### src/rtl/mips_fetch_unit_pkg.sv
// Shared definitions for the MIPS fetch unit: FSM encoding, instruction
// field positions and redirect target widths.
package mips_fetch_unit_pkg;

  typedef enum logic {
    FETCH = 1'b0,
    HOLD  = 1'b1
  } fetch_state_e;

  localparam int OP_MSB    = 31;
  localparam int OP_LSB    = 26;
  localparam int FUNCT_MSB = 3;
  localparam int FUNCT_LSB = 0;
  localparam int JTARGET_W = 26;
  localparam int BOFF_W    = 16;

endpackage

### src/rtl/mips_fetch_unit_next_pc_logic.sv
// Combinational next-PC selection for a consumed instruction.
// Jump takes priority over a taken branch; all arithmetic wraps mod 2^32.
module next_pc_logic
  import mips_fetch_unit_pkg::*;
(
  input  logic [31:0] pc_plus4_i,
  input  logic [31:0] instr_i,
  input  logic        branch_i,
  input  logic        zero_i,
  input  logic        jump_i,
  output logic [31:0] next_pc_o
);

  logic [31:0] jtarget;
  logic [31:0] boff;
  logic [31:0] btarget;

  // Jump keeps the upper region bits of the sequential PC.
  assign jtarget = {pc_plus4_i[31:JTARGET_W+2], instr_i[JTARGET_W-1:0], 2'b00};
  assign boff    = {{(32-BOFF_W-2){instr_i[BOFF_W-1]}}, instr_i[BOFF_W-1:0], 2'b00};
  assign btarget = pc_plus4_i + boff;

  always_comb begin
    next_pc_o = pc_plus4_i;
    if (jump_i)                 next_pc_o = jtarget;
    else if (branch_i && zero_i) next_pc_o = btarget;
  end

endmodule

### src/rtl/mips_fetch_unit.sv
// Two-state instruction fetch unit: requests a word, holds it for the
// downstream datapath, then redirects the PC on consume.
module mips_fetch_unit
  import mips_fetch_unit_pkg::*;
#(
  parameter logic [31:0] RESET_PC = 32'h0000_0000
) (
  input  logic        clk,
  input  logic        reset,
  output logic        imem_req,
  output logic [31:0] imem_addr,
  input  logic        imem_ack,
  input  logic [31:0] imem_rdata,
  output logic        instr_valid,
  input  logic        instr_ready,
  output logic [31:0] instr,
  output logic [5:0]  op,
  output logic [3:0]  funct,
  output logic [31:0] pc_plus4,
  input  logic        branch,
  input  logic        zero,
  input  logic        jump,
  output logic [31:0] retired
);

  fetch_state_e state_q;
  logic [31:0]  pc_q;
  logic [31:0]  instr_q;
  logic [31:0]  retired_q;
  logic         req_q;
  logic         vld_q;
  logic [31:0]  pc_plus4_d;
  logic [31:0]  next_pc_d;

  assign pc_plus4_d = pc_q + 32'd4;

  next_pc_logic u_next_pc (
    .pc_plus4_i (pc_plus4_d),
    .instr_i    (instr_q),
    .branch_i   (branch),
    .zero_i     (zero),
    .jump_i     (jump),
    .next_pc_o  (next_pc_d)
  );

  always_ff @(posedge clk) begin
    if (reset) begin
      state_q   <= FETCH;
      pc_q      <= {RESET_PC[31:2], 2'b00};
      instr_q   <= '0;
      retired_q <= '0;
      req_q     <= 1'b1;
      vld_q     <= 1'b0;
    end else begin
      case (state_q)
        FETCH: if (imem_ack) begin
          instr_q <= imem_rdata;
          state_q <= HOLD;
          req_q   <= 1'b0;
          vld_q   <= 1'b1;
        end
        HOLD: if (instr_ready) begin
          pc_q      <= next_pc_d;
          retired_q <= retired_q + 32'd1;
          state_q   <= FETCH;
          req_q     <= 1'b1;
          vld_q     <= 1'b0;
        end
        default: state_q <= FETCH;
      endcase
    end
  end

  assign imem_req    = req_q;
  assign imem_addr   = {pc_q[31:2], 2'b00};
  assign instr_valid = vld_q;
  assign instr       = instr_q;
  assign op          = instr_q[OP_MSB:OP_LSB];
  assign funct       = instr_q[FUNCT_MSB:FUNCT_LSB];
  assign pc_plus4    = pc_plus4_d;
  assign retired     = retired_q;

endmodule
### config.mk
export PLATFORM = sky130hd
export DESIGN_NAME = mips_fetch_unit
export DESIGN_NICKNAME = d
export VERILOG_FILES = /design/src/rtl/mips_fetch_unit_pkg.sv /design/src/rtl/mips_fetch_unit_next_pc_logic.sv /design/src/rtl/mips_fetch_unit.sv
export SDC_FILE = /design/constraint.sdc
export NUM_CORES = 1
export LEC_CHECK = 0
export CORE_AREA = 2 2 94 164
export CTS_BUF_LIST = sky130_fd_sc_hd__clkbuf_4
export CTS_CLUSTER_SIZE = 25
export DETAILED_ROUTE_END_ITERATION = 7
export DIE_AREA = 0 0 96 166
export GPL_ROUTABILITY_DRIVEN = 0
export PLACE_DENSITY = 0.88
export SLEW_MARGIN = 25
export SYNTH_ARGS = -nofsm -noshare
export SYNTH_HDL_FRONTEND = slang
export SYNTH_HIERARCHICAL = 1
export SYNTH_SLANG_ARGS = --single-unit
### constraint.sdc
create_clock -name clk -period 3.31 [get_ports clk]
set_clock_uncertainty 0.05 [all_clocks]
set_input_delay 0.4965 -clock clk [delete_from_list [all_inputs] [get_ports clk]]
set_output_delay 0.4965 -clock clk [all_outputs]
set_load 0.05 [all_outputs]
==> results.py <==
metrics = {
    "drt": {
        "first_iter_violations": 647,
        "drt_wl_total_um": 26800,
        "vias": 8123,
        "drc": 0,
        "dr.pass1.iters": 6,
        "wl_per_cell_um": 19.7,
        "ant_nets": 0,
        "vias_per_cell": 5.97,
    },
    "worst_setup_path": {
        "critPathSlowestCell": "dfxtp_4",
        "arrival_ns": 4.06,
        "start_kind": "flip-flop",
        "cp_top_family": "compound AO/OA/AOI/OAI gates",
        "worstPathRequired_ns": 3.65,
        "crit_path_end_kind": "flip-flop",
        "crit_buf_inv": 4,
        "path_class": "reg2reg",
        "cp_common_cell": "buf_4",
        "path_cells": "nand4_1, buf_4, nor4_4, buf_4, buf_4, nand2_1, xnor2_2, ha_4, a21oi_4, nand3b_1, a2111oi_4, nor2_4, a211oi_4, buf_4, xor2_1, o221ai_1, nand2_1, a21oi_2",
        "cp_max_fo": 5,
        "critical-path-max-stage-delay_ns": 0.39,
    },
    "power_and_ir_drop": {
        "ir_drop_v": 0.000251,
        "comb_power_share": 0.246,
        "power_per_cell_area_mw_per_mm2": 244,
        "p_sw_frac": 0.368,
        "power_frac_clock": 0.277,
        "seqPwrFrac": 0.477,
        "intPower_w": 0.00165,
        "p_switching_w": 0.000964,
        "p_leak_nw": 4.24,
    },
    "finish": {
        "nets": 1243,
        "drive_gt1_frac": 0.292,
        "fin_area_mm2": 0.0107,
        "area_growth_pct": 62.5,
        "nFillCells": 984,
    },
    "global_routing": {
        "overflow": 0,
        "antenna_found_initial": 1,
        "use_met3": 0.0563,
        "grt_use_total": 0.303,
        "grt_busiest_layer": "met2",
        "first_global_vias": 7743,
        "met2_usage": 0.560,
        "grt_pass1_wl_um": 38200,
        "grt_max_degree": 59,
        "met1_usage": 0.303,
    },
    "clock_tree": {
        "cts_tree": "yes",
        "clk_pin_slew_worst_paths_ns": 0.21,
        "cts_buffer_depth": 2,
        "clk-insertion-delay-late_ns": 0.50,
        "cts_root_buf": "clkbuf_4",
        "numCtsBuffers": 9,
        "clkSinkCount": 99,
        "cts_htree_levels": 3,
    },
    "timing": {
        "tightestPinTransition_ns": 0.819,
        "fin_crit_sh": 1.12,
        "min_period_ns": 3.72,
        "final_hold_viol_count": 0,
        "clock.fmax_ghz": 0.269,
        "relSlewSlack": 0.454,
        "rsz0062_at_grt": "true",
        "finalSetupViolations": 15,
        "setup_ws_ns": -0.414,
        "maxSlewViolCount": 0,
    },
    "placed_design": {
        "post_dp_cell_area_mm2": 0.00985,
        "io_buffers": 176,
        "place_hpwl_um": 17900,
        "post-place-ws_ns": -0.174,
    },
    "synthesis": {
        "synth_area_per_cell_um2": 7.41,
        "synth_top_area_cell": "dfxtp_1",
        "yosys-top-cells-count": "nand2_1, a21oi_1, dfxtp_1, clkbuf_1, nor2_1",
        "synth_area_leaders": "dfxtp_1, nand2_1, a21oi_1",
        "yosysSeqAreaShare": 0.301,
        "syn_area_mm2": 0.00659,
        "synth_edf_count": 0,
        "synth-main-ff-cell": "dfxtp_1",
        "async_reset_ff_frac": 0,
        "ys_ff_latch": 99,
        "yosysMostFrequentCell": "nand2_1",
        "synthDistinctLibCells": 64,
        "synthCells": 890,
        "netlist.area_leader.share": 0.301,
        "synth-warning-count": 6,
    },
    "floorplan": {
        "start_util": 0.449,
        "core.rowCount": 59,
        "die_y_um": 166,
        "die_x_um": 96,
        "core-area_mm2": 0.0147,
        "die_area_mm2": 0.0159,
        "io_pins": 179,
    },
    "outcome": {
        "violations": "setup timing",
        "outcome": "finished, violations left",
    },
    "min_path": {
        "hp-class": "reg2reg",
    },
    "flow_run": {
        "max_cap_violations": 0,
    },
}
cells by family (layout without fill, tap and decap cells):
family                     after synthesis  in the layout  share of synthesized area
AOI/OAI and AO/OA                      224            224                      0.200
buffers and inverters                   79            365                     0.0560
muxes                                   16             16                     0.0254
other                                    1              3                   0.000569
DFF                                     99             99                      0.301
adders and majority gates               32             32                     0.0619
and+or+nand+nor                        379            379                      0.276
xor gates and xnor gates                60             60                     0.0797
state kept, by name, summed over array words and instances (netlist names):
register	count
instr	32
pc_q	32
retired	32
imem_req	1
instr_valid	1
state_q	1
per-layer routing:
layer  vias to the layer above  part of all wire  wire length (um)
met3                       158             0.064              1710
met5                         -                 0                 0
met4                         0             0.066              1780
met1                      3821              0.34              9000
met2                       458              0.53             14300
li1                       3686                 -                 -
tightest hold or removal path, cell delays in order (launching register included):
cell and delay [ns]:
dfxtp_1 0.36, nand2_1 0.05, a21oi_1 0.05
cell type report:
class	count	area [um^2]	share of cell area
inverter	19	73.8	0.00689
sequential	99	2060	0.192
clock buffer	9	67.6	0.00631
timing repair buffer	330	2920	0.273
tap	183	229	0.0214
antenna	1	2.50	0.000234
multi-input combinational	713	5270	0.492
clock inverter	7	93.8	0.00876
per-stage QoR:
step / setup TNS, ns / instances / utilization / hold WS (ns) / power (W)
after global routing: -5.32 / 1361 / 0.729 / 0.430 / 0.00271
after CTS: -0.806 / 1326 / 0.691 / 0.434 / 0.00258
final: -2.92 / 1361 / 0.729 / 0.436 / 0.00262
after detailed placement: -0.872 / 1309 / 0.670 / 0.412 / 0.00186
after floorplan: -2.82 / 891 / - / 0.435 / 0.00164
after global placement: -0.373 / 1309 / 0.670 / 0.405 / 0.00185
worst paths after layout:
path / from / end / slack (ns) / cells past startpoint
max: pc_q[12]$_SDFFE_PP0P_ / pc_q[23]$_SDFFE_PP0P_ / -0.41 / 18
min: pc_q[1]$_SDFFE_PP0P_ / pc_q[1]$_SDFFE_PP0P_ / 0.44 / 2
max reg2reg: pc_q[12]$_SDFFE_PP0P_ / pc_q[23]$_SDFFE_PP0P_ / -0.41 / 18
min reg2reg: pc_q[1]$_SDFFE_PP0P_ / pc_q[1]$_SDFFE_PP0P_ / 0.44 / 2
power groups by stage:
stage                     logic (W)  clock network, W  registers, W
final                      0.000644          0.000723       0.00125
after global routing       0.000674          0.000786       0.00125
after CTS                  0.000603          0.000728       0.00125
after detailed placement   0.000593                 0       0.00127
after global placement     0.000585                 0       0.00127
after floorplan            0.000265                 0       0.00138
cell usage in the layout (no fill, tap or decap), types with 13 or more instances in the layout:
master	instances
a21oi_1	97
xor2_1	20
o21ai_1	13
xnor2_1	13
dfxtp_1	78
nand3_1	24
nand4_1	19
dfxtp_4	19
a21oi_2	18
nor2_1	29
ha_1	15
o31ai_1	16
nand2_1	194
clkdlybuf4s50_1	154
buf_4	163
or4_1	15
ha_4	15
inv_1	17
o21ai_0	27
what timing repair did:
item	4_1_cts	5_1_grt
buffers inserted	1	34
pin swaps	17	63
resized for setup	30	67
endpoints found under the setup margin	17	27
hold buffers	0	0
Note: power is estimated with default switching activity, not from simulation.
